--- src/rtl/ov7670_pkg.sv ---
// ov7670_pkg: shared types and constants for the OV7670 capture path.
package ov7670_pkg;
  typedef enum logic [1:0] {IDLE, WAIT_FRAME, FRAME} cap_state_t;
  localparam int H_ACTIVE_DEF = 640;
  localparam int V_ACTIVE_DEF = 480;
  localparam int R_W = 5;
  localparam int G_W = 6;
  localparam int B_W = 5;
  localparam int PIX_W = R_W + G_W + B_W;
  localparam int BYTES_RAW = 1;
  localparam int BYTES_RGB565 = 2;
endpackage

--- src/rtl/sync_edge.sv ---
// sync_edge: multi-flop synchronizer with registered rise/fall strobes.
module sync_edge #(
  parameter int STAGES = 2
) (
  input  logic clk,
  input  logic reset_,
  input  logic din,
  output logic level,
  output logic rise,
  output logic fall
);
  logic [STAGES-1:0] chain;
  always_ff @(posedge clk or negedge reset_) begin
    if (!reset_) begin
      chain <= '0;
      level <= 1'b0;
      rise  <= 1'b0;
      fall  <= 1'b0;
    end else begin
      chain <= STAGES'({chain, din});
      level <= chain[STAGES-1];
      rise  <= chain[STAGES-1] & ~level;
      fall  <= ~chain[STAGES-1] & level;
    end
  end
endmodule

--- src/rtl/ov7670_pixel_capture.sv ---
// ov7670_pixel_capture: oversampled DVP capture producing coordinate-tagged pixels.
module ov7670_pixel_capture
  import ov7670_pkg::*;
#(
  parameter int H_ACTIVE = H_ACTIVE_DEF,
  parameter int V_ACTIVE = V_ACTIVE_DEF,
  parameter int BYTES_PER_PIXEL = BYTES_RAW,
  parameter int SYNC_STAGES = 2,
  localparam int XW = $clog2(H_ACTIVE + 1),
  localparam int YW = $clog2(V_ACTIVE + 1)
) (
  input  logic             clk,
  input  logic             reset_,
  input  logic             enable,
  input  logic             PCLK,
  input  logic             HREF,
  input  logic             VSYNC,
  input  logic [7:0]       D,
  output logic             pix_valid,
  output logic [PIX_W-1:0] pix_data,
  output logic [XW-1:0]    pix_x,
  output logic [YW-1:0]    pix_y,
  output logic [1:0]       bayer_phase,
  output logic             frame_start,
  output logic             frame_done,
  output logic [7:0]       frame_cnt,
  output logic             geom_err
);
  localparam logic [XW-1:0] H_MAX = XW'(H_ACTIVE);
  localparam logic [YW-1:0] V_MAX = YW'(V_ACTIVE);
  localparam bit RGB = BYTES_PER_PIXEL == BYTES_RGB565;
  logic pclk_rise, pclk_level_unused, pclk_fall_unused;
  logic href_level, href_fall, href_rise_unused;
  logic vs_rise, vs_fall, vs_level_unused;
  logic [7:0] d_chain [SYNC_STAGES];
  logic [7:0] d_q;
  sync_edge #(.STAGES(SYNC_STAGES)) u_pclk (
    .clk(clk), .reset_(reset_), .din(PCLK),
    .level(pclk_level_unused), .rise(pclk_rise), .fall(pclk_fall_unused)
  );
  sync_edge #(.STAGES(SYNC_STAGES)) u_href (
    .clk(clk), .reset_(reset_), .din(HREF),
    .level(href_level), .rise(href_rise_unused), .fall(href_fall)
  );
  sync_edge #(.STAGES(SYNC_STAGES)) u_vsync (
    .clk(clk), .reset_(reset_), .din(VSYNC),
    .level(vs_level_unused), .rise(vs_rise), .fall(vs_fall)
  );
  // d_q lines the data bus up with the registered strobes
  always_ff @(posedge clk or negedge reset_) begin
    if (!reset_) begin
      for (int i = 0; i < SYNC_STAGES; i++) d_chain[i] <= '0;
      d_q <= '0;
    end else begin
      d_chain[0] <= D;
      for (int i = 1; i < SYNC_STAGES; i++) d_chain[i] <= d_chain[i-1];
      d_q <= d_chain[SYNC_STAGES-1];
    end
  end
  cap_state_t state, state_n;
  logic [XW-1:0] x, x_n, pix_x_n;
  logic [YW-1:0] y, y_n, pix_y_n;
  logic bp, bp_n;
  logic [7:0] hi, hi_n, frame_cnt_n;
  logic [PIX_W-1:0] pix_data_n;
  logic [1:0] bayer_phase_n;
  logic pix_valid_n, frame_start_n, frame_done_n, geom_err_n;
  // a strobe that coincides with HREF falling still belongs to the line
  logic byte_ok;
  assign byte_ok = pclk_rise & (href_level | href_fall);
  always_comb begin
    state_n = state;
    x_n = x;
    y_n = y;
    bp_n = bp;
    hi_n = hi;
    geom_err_n = geom_err;
    frame_cnt_n = frame_cnt;
    pix_valid_n = 1'b0;
    pix_data_n = pix_data;
    pix_x_n = pix_x;
    pix_y_n = pix_y;
    bayer_phase_n = bayer_phase;
    frame_start_n = 1'b0;
    frame_done_n = 1'b0;
    if (state == IDLE) begin
      state_n = enable ? WAIT_FRAME : IDLE;
    end else if (state == WAIT_FRAME) begin
      if (vs_fall) begin
        state_n = FRAME;
        frame_start_n = 1'b1;
        x_n = '0;
        y_n = '0;
        bp_n = 1'b0;
      end
    end else if (vs_rise) begin
      frame_done_n = 1'b1;
      frame_cnt_n = frame_cnt + 8'd1;
      geom_err_n = geom_err | (y != V_MAX);
      state_n = enable ? WAIT_FRAME : IDLE;
    end else begin
      if (byte_ok && RGB && !bp) begin
        hi_n = d_q;
        bp_n = 1'b1;
      end else if (byte_ok) begin
        bp_n = 1'b0;
        pix_valid_n = (x != H_MAX) && (y != V_MAX);
        pix_data_n = pix_valid_n ? (RGB ? {hi, d_q} : {8'h00, d_q}) : pix_data;
        pix_x_n = pix_valid_n ? x : pix_x;
        pix_y_n = pix_valid_n ? y : pix_y;
        bayer_phase_n = pix_valid_n ? {y[0], x[0]} : bayer_phase;
        x_n = (x == H_MAX) ? x : x + 1'b1;
        geom_err_n = geom_err | (x == H_MAX);
      end
      // saturated counters cannot see overruns, so they are flagged as they happen
      if (href_fall) begin
        geom_err_n = geom_err_n | (x_n != H_MAX) | (y == V_MAX);
        x_n = '0;
        bp_n = 1'b0;
        y_n = (y == V_MAX) ? y : y + 1'b1;
      end
    end
  end
  always_ff @(posedge clk or negedge reset_) begin
    if (!reset_) begin
      state <= IDLE;
      x <= '0;
      y <= '0;
      bp <= 1'b0;
      hi <= '0;
      geom_err <= 1'b0;
      frame_cnt <= '0;
      pix_valid <= 1'b0;
      pix_data <= '0;
      pix_x <= '0;
      pix_y <= '0;
      bayer_phase <= '0;
      frame_start <= 1'b0;
      frame_done <= 1'b0;
    end else begin
      state <= state_n;
      x <= x_n;
      y <= y_n;
      bp <= bp_n;
      hi <= hi_n;
      geom_err <= geom_err_n;
      frame_cnt <= frame_cnt_n;
      pix_valid <= pix_valid_n;
      pix_data <= pix_data_n;
      pix_x <= pix_x_n;
      pix_y <= pix_y_n;
      bayer_phase <= bayer_phase_n;
      frame_start <= frame_start_n;
      frame_done <= frame_done_n;
    end
  end
endmodule

--- config.mk ---
export PLATFORM = sky130hd
export DESIGN_NAME = ov7670_pixel_capture
export DESIGN_NICKNAME = d
export VERILOG_FILES = /design/src/rtl/ov7670_pkg.sv /design/src/rtl/sync_edge.sv /design/src/rtl/ov7670_pixel_capture.sv
export SDC_FILE = /design/constraint.sdc
export NUM_CORES = 1
export LEC_CHECK = 0
export BUFFER_PORTS_ARGS = -buffer_cell sky130_fd_sc_hd__buf_2
export CELL_PAD_IN_SITES_DETAIL_PLACEMENT = 2
export CELL_PAD_IN_SITES_GLOBAL_PLACEMENT = 2
export CORE_MARGIN = 4
export CORE_UTILIZATION = 38
export DETAILED_ROUTE_END_ITERATION = 8
export HOLD_SLACK_MARGIN = 0.02
export MAX_ROUTING_LAYER = met4
export PLACE_DENSITY = 0.88
export SYNTH_ARGS = -nofsm -noshare
export SYNTH_HDL_FRONTEND = slang
export SYNTH_SLANG_ARGS = --single-unit
--- constraint.sdc ---
create_clock -name clk -period 2.58 [get_ports clk]
set_clock_uncertainty 0.1 [all_clocks]
set_input_delay 0 -clock clk [delete_from_list [all_inputs] [get_ports clk]]
set_output_delay 0 -clock clk [all_outputs]
set_load 0.1 [all_outputs]
# ---- Word level (Yosys, flattened, before mapping)
# Index checks and enable logic that the tools add are counted.
# Widths: inputs -> output; s select.
dict set report classes {
  n_reduce_logical 10
  eq_ne 10
  bitwise 17
  muxes 35
  addsub 3
}
# operator n
set ops {}
lappend ops {{$mux 10} 9}
lappend ops {{$mux 9} 5}
lappend ops {{$ne 10x10->1 const B} 2}
lappend ops {{$mux 1} 17}
lappend ops {{$add 10x1->10 const B} 1}
lappend ops {{$eq 10x10->1 const B} 1}
lappend ops {{$reduce_and 5->1} 2}
lappend ops {{$add 9x1->9 const B} 1}
lappend ops {{$eq 9x9->1 const B} 1}
lappend ops {{$ne 9x9->1 const B} 1}
lappend ops {{$add 8x1->8 const B} 1}
lappend ops {{$mux 2} 4}
lappend ops {{$not 1->1} 7}
lappend ops {{$reduce_and 3->1} 2}
lappend ops {{$and 1x1->1} 5}
lappend ops {{$or 1x1->1} 5}
lappend ops {{$ne 2x2->1 const B} 2}
lappend ops {{$reduce_and 2->1} 2}
lappend ops {{$ne 3x2->1 const B} 1}
lappend ops {{$reduce_bool 3->1} 1}
lappend ops {{$eq 2x1->1 const B} 1}
lappend ops {{$logic_not 2->1} 1}
lappend ops {{$ne 2x1->1 const B} 1}
lappend ops {{$reduce_bool 2->1} 1}
lappend ops {{$logic_and 1x1->1} 1}
dict set report totals {
  in_bits 14
  out_inout_bits 49
  wordCells 100
  ff_bits 99
}

# ---- Longest topological paths before layout
# Gate-level depths: netlist (run 1).
dict set report logic_depth {
  depth_word 11
  depth_mapped 9
}

# ---- Hierarchy
# Synthesis (run 1) repeated with hierarchy kept, for this count alone.
dict set report unflattened {
  cells_unflattened 323
  area_unflattened_um2 4139.0
}
# mod seq_area_each_um2 area_per_inst_um2 cells_per_inst n_inst
set by_module_without_submodules {}
lappend by_module_without_submodules {ov7670_pixel_capture 2102.0 3718.6 302 1}
lappend by_module_without_submodules {sync_edge 125.1 140.1 7 3}

# ---- Least setup slack after synthesis (run 1)
# Ideal clock, no wire load.
dict set report synth_path {
  kind {reg-to-reg}
  startpoint {reg y[0]}
  endpoint {reg pix_data[3]}
  required_time_ns 2.355
  path_buffers 2
  stages_incl_launch_ff 9
  slack_ns 0.453
  setup_ns 0.125
  synth_period_minus_slack_ns 2.127
  arrival_ns 1.901
  cell_sequence {dfrtp_1 inv_1 ha_1 nand4bb_1 nor2_2 or4_4 buf_6 buf_12 mux2_4}
}
dict set report synth_between {
  elab_chain_len 3
}
# element line
set synth_lines {}
lappend synth_lines {{start, declared} ov7670_pixel_capture.sv:62} ;# logic [YW-1:0] y, y_n, pix_y_n;
lappend synth_lines {{start signal, assigned} ov7670_pixel_capture.sv:143} ;# y <= y_n;
lappend synth_lines {{$ne 9x9->1} ov7670_pixel_capture.sv:107} ;# pix_valid_n = (x != H_MAX) && (y != V_MAX);
lappend synth_lines {{$logic_and 1x1->1} ov7670_pixel_capture.sv:107}
lappend synth_lines {{$reduce_and 5->1 (no source line)} n/a}
lappend synth_lines {{end signal, assigned} ov7670_pixel_capture.sv:149} ;# pix_data <= pix_data_n;
lappend synth_lines {{end, declared} ov7670_pixel_capture.sv:20} ;# output logic [PIX_W-1:0] pix_data,
# No other way between the ends.
# A chain may end at the register's enable or synchronous reset.

# ---- Final worst setup path (run 1)
dict set report layout_path {
  startpoint {reg y[0]}
  endpoint {reg pix_x[2]}
}
dict set report layout_between {
  elab_chain_len 3
}
# element line
set layout_lines {}
lappend layout_lines {{$ne 9x9->1} ov7670_pixel_capture.sv:107}
lappend layout_lines {{$logic_and 1x1->1} ov7670_pixel_capture.sv:107}
lappend layout_lines {{$reduce_and 5->1 (no source line)} n/a}
lappend layout_lines {{end signal, assigned} ov7670_pixel_capture.sv:150} ;# pix_x <= pix_x_n;
lappend layout_lines {{end, declared} ov7670_pixel_capture.sv:21} ;# output logic [XW-1:0] pix_x,
# No other way between the ends.

==> flow_summary_export.csv, run 1 <==
group,metric,value,unit
global_routing,gr-usage-all-layers,18.7,%
worst_setup_path,critPathLaunchType,"register",
worst_setup_path,cp_num_buf_inv,1,
layout,area_growth,16.7,%
clock_tree,clk_latency,0.37,ns
pwr,power_switching_share,46.8,%
clock_tree,htreeDepth,3,
yosys,synth_edf_count,0,
sta,finalSetupViolCount,0,
routing,ant_nets,0,
global_routing,grt-ovfl-total,0,
global_routing,grt_max_degree,51,
layout,drive_gt1_share,26.8,%
yosys,yosysSeqAreaShare,61.6,%
clock_tree,numCtsBuffers,9,
job,drv_cap,0,
global_routing,grt_pass1_wl,16400,um
layout,final_cell_mix,"dfrtp_1, buf_2, nand2_1",
layout,nets,394,
worst_setup_path,end_kind,"register",
floorplan,initial_core_util,39.7,%
worst_setup_path,cp.arrival,2.62,ns
sta,fin_crit,2.47,ns
yosys,post_synth.cell_area_avg,12.8,sq um
floorplan,die_area,12100,sq um
global_routing,first_global_vias,3009,
pwr,p_leak,2.25,nW
yosys,async_reset_ff_share,100,%
pwr,p_int,2.39,mW
layout,mostFrequentLayoutCell,"dfrtp_1",
worst_setup_path,critPathRequiredTime,2.73,ns
worst_setup_path,max_stage_delay,0.82,ns
placed_design,port_buffers,54,
routing,drt-pass1-iter-count,4,
clock_tree,postCtsSetupRepairBufs,0,
layout,final_cells,513,
clock_tree,cts_sinks,97,
global_routing,antenna_found_initial,0,
placed_design,place_congestion,0.876,
placed_design,dp_hpwl,6760,um
sta,maxSlewViolCount,0,
pwr,ir_drop,0.637,mV
floorplan,dieHeight,110,um
sta,fmax,405,MHz
clock_tree,clk_path_buf_depth,2,
yosys,ys_seq_elements,97,
floorplan,ios,63,
run_status,status,"completed",
pwr,p_sw,2.10,mW
worst_setup_path,path_max_fanout,33,
pwr,pwr-share-seq,41.2,%
pwr,pwr-share-comb,37.8,%
min_path,hp-class,"in -> async",
floorplan,die_w,110,um
yosys,yosysWarnings,0,
clock_tree,clkTransAtPathRegs,0.10,ns
clock_tree,cts_tree,"done",
routing,via_per_inst,5.14,
worst_setup_path,cp_slowest_cell,"or4_4",
routing,avgRoutedWirePerCell,19.8,um
worst_setup_path,criticalPathCategory,"reg -> reg",
routing,drcViolationCount,0,
clock_tree,root_buffer,"clkbuf_8",
routing,drtIter0Drc,109,
sta,finalHoldViolCount,0,
yosys,synth_cell_types,49,
sta,fin_crit_sh,95.7,%
pwr,pwr-share-clk,20.9,%
sta,rsz0062_at_grt,"no",
routing,vias,2639,
sta,fin_setup_tns,0,ns
placed_design,dp.cells,484,
yosys,syn_area,3940,sq um
sta,slew_headroom,49.3,%
sta,worst_pin_slew,0.753,ns
worst_setup_path,critical-path-top-delay-family,"simple AND/OR/NAND/NOR gates",
yosys,ys.flop_type,"dfrtp_1",
floorplan,rows,36,
floorplan,core,9910,sq um
routing,drt-total-wl,10200,um
worst_setup_path,cp_cell_sequence,"inv_1 > ha_1 > nand4bb_1 > nor2_2 > or4_4 > mux2_4",
layout,antenna_cells,0,
yosys,syn_inst,308,
pwr,p_per_area,978,nW/um^2
power by group through the flow:
stage               registers (mW)  clock network (mW)  logic, mW
floorplan                     2.72                   0      0.515
global placement              1.85                   0       1.63
detailed placement            1.88                   0       1.69
CTS                           1.85               0.972       1.71
global route                  1.88                1.05       1.78
finish                        1.85               0.941       1.70
flip-flops by register name, indices dropped and copies added (netlist names), 2 cells and up:
register       cells
d_chain           16
d_q                8
frame_cnt          8
pix_data           8
pix_x             10
pix_y              9
state              2
u_href.chain       2
u_pclk.chain       2
u_vsync.chain      2
x                 10
y                  9
final timing paths:
kind | from | end | cells past startpoint | slack (ns)
worst max-delay path | y[0] | pix_x[2] | 6 | 0.11
worst min-delay path | reset_ | y[0] | 2 | 0.10
worst min register to register | u_pclk.chain[0] | u_pclk.chain[1] | 0 | 0.25
max in group asynchronous | reset_ | y[3] | 3 | 1.59
worst max register to register | y[0] | pix_x[2] | 6 | 0.11
min in group clk | HREF | u_href.chain[0] | 2 | 0.17
through the flow:
| step | utilization, % | worst slack, ns | cell area, sq um | hold slack, ns | total power [mW] |
|---|---|---|---|---|---|
| floorplan | - | 0.453 | 3960 | -0.396 | 3.23 |
| global placement | 43.2 | 0.320 | 4280 | -0.0279 | 3.48 |
| detailed placement | 43.2 | 0.216 | 4280 | -0.0250 | 3.57 |
| CTS | 46.4 | 0.199 | 4590 | 0.112 | 4.53 |
| global route | 46.4 | 0.0532 | 4590 | 0.154 | 4.71 |
| finish | 46.4 | 0.111 | 4590 | 0.101 | 4.49 |
worst register-to-register path, delay by kind of cell, from the launching register on:
| family | cells | cell delay [ns] |
|---|---|---|
| multiplexers | 1 | 0.40 |
| adder cells (fa/ha/maj) | 1 | 0.21 |
| AND/OR/NAND/NOR | 3 | 1.11 |
| buffers and inverters | 1 | 0.09 |
| flip-flops | 1 | 0.43 |
cell usage after synthesis (4+ instances only):
| library cell | number | area [sq um] |
|---|---|---|
| mux2_4 | 19 | 285 |
| xnor2_1 | 9 | 78.8 |
| and3_1 | 6 | 37.5 |
| buf_2 | 5 | 25.0 |
| nand2_1 | 21 | 78.8 |
| a21oi_1 | 5 | 25.0 |
| nand3_1 | 12 | 60.1 |
| xor2_1 | 4 | 35.0 |
| buf_4 | 10 | 75.1 |
| nor2b_1 | 4 | 25.0 |
| o21ai_0 | 19 | 95.1 |
| ha_1 | 5 | 62.6 |
| o31ai_1 | 6 | 45.0 |
| dfrtp_1 | 97 | 2430 |
| clkbuf_1 | 4 | 15.0 |
| inv_1 | 8 | 30.0 |
| nor2_1 | 13 | 48.8 |
| o21ai_1 | 4 | 20.0 |
| nand2b_1 | 5 | 31.3 |
| mux2_2 | 5 | 56.3 |
| nand4_1 | 6 | 37.5 |
area by class of cell:
class                      count  area (sq um)
clock buffer                  10           138
clock inverter                 6          46.3
fill                        1018          5320
inverter                       9          33.8
multi-input combinational    187          1340
sequential                    97          2430
tap                          133           166
timing repair buffer          71           445
cell families (layout without fill, tap and decap cells):
logic type | count (synthesis) | after routing | synth area share [%]
buffers and inverters | 31 | 96 | 5.08
multiplexers | 26 | 26 | 9.18
adder cells (fa/ha/maj) | 5 | 5 | 1.59
XOR/XNOR | 13 | 13 | 2.89
other | 1 | 8 | 0.0952
AND/OR/NAND/NOR | 85 | 85 | 11.7
AO/OA/AOI/OAI | 50 | 50 | 7.85
flip-flops | 97 | 97 | 61.6
per-layer routing:
metal  wire length (um)  GRT usage (%)  vias to the layer above
li1                   -              -                     1182
met1               4180           21.8                     1349
met2               5250           30.9                       74
met3                406           3.46                       34
met4                346           9.17                        0
met5                  0              -                        -
repair_timing:
action | in CTS | in global routing
hold buffers | 13 | 0
hold endpoints to repair | 59 | 0
gates resized for setup | 0 | 0
No activity file was read; power rests on OpenSTA's default activity.
==> run 2, diff against run 1 <==
Clock period 2.58 ns to 2.3 ns, I/O delays scaled along.
==> run 2 against run 1 <==
  * Combinational power rose by 21%
  * Largest cell class unchanged
  * Cell area rose by 6.3%
  * First-iteration DRC count rose by 11%
  * Maximum frequency rose by 8.4%
  * Sequential share of layout area fell by 3.1 points
  * Critical path type unchanged
  * Non-clock buffer count rose by 22
  * Final cell count rose by 4.3%
  * Die area did not move
  * Via count rose by 6.0%
==> flow_summary_export.csv, run 2 (synthesized netlist as in run 1, its figures left out) <==
group,metric,value,unit
sta,fin_crit,2.28,ns
worst_setup_path,cp_num_buf_inv,2,
job,drv_cap,0,
clock_tree,cts_sinks,97,
layout,antenna_cells,0,
floorplan,dieHeight,110,um
worst_setup_path,critical-path-top-delay-family,"simple AND/OR/NAND/NOR gates",
sta,slew_headroom,53.1,%
worst_setup_path,end_kind,"register",
floorplan,die_area,12100,sq um
worst_setup_path,criticalPathCategory,"reg -> reg",
floorplan,ios,63,
pwr,pwr-share-clk,22.8,%
global_routing,grt_pass1_wl,17300,um
routing,drt-total-wl,12000,um
layout,largest-register,"d_chain",
floorplan,die_w,110,um
layout,largest_register_ffs,16,
floorplan,core,9910,sq um
pwr,p_int,2.86,mW
pwr,total_power,5.37,mW
layout,final_cell_mix,"dfrtp_1, buf_2, buf_4",
pwr,pwr-share-comb,38.4,%
worst_setup_path,critPathLaunchType,"register",
sta,maxSlewViolCount,0,
routing,drcViolationCount,0,
worst_setup_path,cp_slowest_cell,"or4_4",
pwr,p_sw,2.51,mW
sta,fin_crit_sh,99.0,%
sta,fmax,439,MHz
sta,finalHoldViolCount,0,
pwr,ir_drop,0.761,mV
global_routing,gr-usage-all-layers,19.9,%
pwr,p_per_area,1100,nW/um^2
worst_setup_path,critPathRequiredTime,2.45,ns
clock_tree,numCtsBuffers,9,
layout,mostFrequentLayoutCell,"dfrtp_1",
routing,avgRoutedWirePerCell,22.5,um
global_routing,first_global_vias,3097,
worst_setup_path,path_max_fanout,9,
layout,nFillCells,992,
worst_setup_path,crit_cells,7,
placed_design,place_congestion,0.875,
pwr,pwr-share-seq,38.8,%
min_path,hp-class,"in -> async",
floorplan,initial_core_util,39.7,%
routing,drt-pass1-iter-count,4,
routing,vias,2797,
run_status,status,"completed",
floorplan,rows,36,
clock_tree,clk_latency,0.37,ns
clock_tree,clkTransAtPathRegs,0.10,ns
routing,via_per_inst,5.23,
routing,ant_nets,0,
worst_setup_path,max_stage_delay,0.67,ns
clock_tree,htreeDepth,3,
pwr,p_leak,2.41,nW
sta,worst_pin_slew,0.697,ns
layout,nets,416,
layout,area_growth,24.0,%
clock_tree,clk_path_buf_depth,2,
clock_tree,cts_tree,"done",
placed_design,dp_hpwl,7250,um
pwr,power_switching_share,46.7,%
global_routing,antenna_found_initial,0,
layout,top_regs,"d_chain x16, pix_x x10, x x10",
placed_design,port_buffers,54,
worst_setup_path,cp.arrival,2.43,ns
sta,finalSetupViolCount,0,
layout,drive_gt1_share,31.8,%
worst_setup_path,r2r_cells,7,
global_routing,grt-ovfl-total,0,
layout,fin_util,49.3,%
clock_tree,root_buffer,"clkbuf_8",
worst_setup_path,cp_cell_sequence,"inv_1 > ha_2 > nand4bb_4 > nor2_2 > or4_4 > buf_12 > mux2_4",
routing,drtIter0Drc,121,
global_routing,grt_max_degree,56,
## run 2: power by group through the flow
stage               sequential (mW)  clock (mW)  combinational (mW)
floorplan                      3.05           0               0.577
global placement               2.07           0                1.88
detailed placement             2.10           0                1.94
CTS                            2.07        1.23                1.97
global route                   2.11        1.32                2.14
finish                         2.08        1.23                2.06
## run 2: worst register-to-register path: cells and delay by family, from the launching register on
kind                       cells  cell delay [ns]
muxes                          1             0.31
DFF                            1             0.39
and+or+nand+nor                3             0.86
adders and majority gates      1             0.20
buffers and inverters          2             0.30
## run 2: final cells by class
| cell class | instances | area [sq um] | area share, % |
|---|---|---|---|
| Sequential cell | 97 | 2430 | 49.7 |
| Inverter | 9 | 33.8 | 0.692 |
| Clock inverter | 7 | 93.8 | 1.92 |
| Tap cell | 133 | 166 | 3.41 |
| Timing Repair Buffer | 93 | 671 | 13.7 |
| Multi-Input combinational cell | 187 | 1370 | 28.0 |
| Clock buffer | 9 | 124 | 2.54 |
## run 2: what timing repair did
item,CTS,global route
buffers inserted,0,7
endpoints found under the hold margin,54,0
setup endpoints to repair,17,20
cloned,0,2
gates resized for setup,0,4
pin swaps,1,1
hold buffers,13,0
## run 2: per-layer routing
layer	wire [um]	global-route usage [%]	vias to the layer above	share of wire [%]
met3	364	2.94	25	3.0
met2	6400	33.6	78	53
li1	-	-	1233	-
met1	4950	23.5	1461	41
met5	0	-	-	0
met4	318	8.82	0	2.6
## run 2: stage by stage
| stage | setup WS, ns | setup TNS, ns | instances | area, sq um | hold WS (ns) |
|---|---|---|---|---|---|
| floorplan | 0.173 | 0 | 315 | 3960 | -0.396 |
| global placement | 0.126 | 0 | 497 | 4400 | -0.0551 |
| detailed placement | 0.0115 | 0 | 497 | 4400 | -0.0534 |
| CTS | 0.0235 | 0 | 526 | 4750 | 0.0868 |
| global route | -0.0462 | -0.374 | 535 | 4880 | 0.137 |
| finish | 0.0238 | 0 | 535 | 4880 | 0.0673 |
## run 2: path summary, 6_finish.rpt
path | startpoint | end | slack [ns]
max in group asynchronous | reset_ | pix_data[7] | 1.33
max | y[1] | pix_data[7] | 0.02
min reg2reg | u_vsync.chain[0] | u_vsync.chain[1] | 0.26
min | reset_ | x[2] | 0.07
max reg2reg | y[1] | pix_data[7] | 0.02
min in group clk | PCLK | u_pclk.chain[0] | 0.16
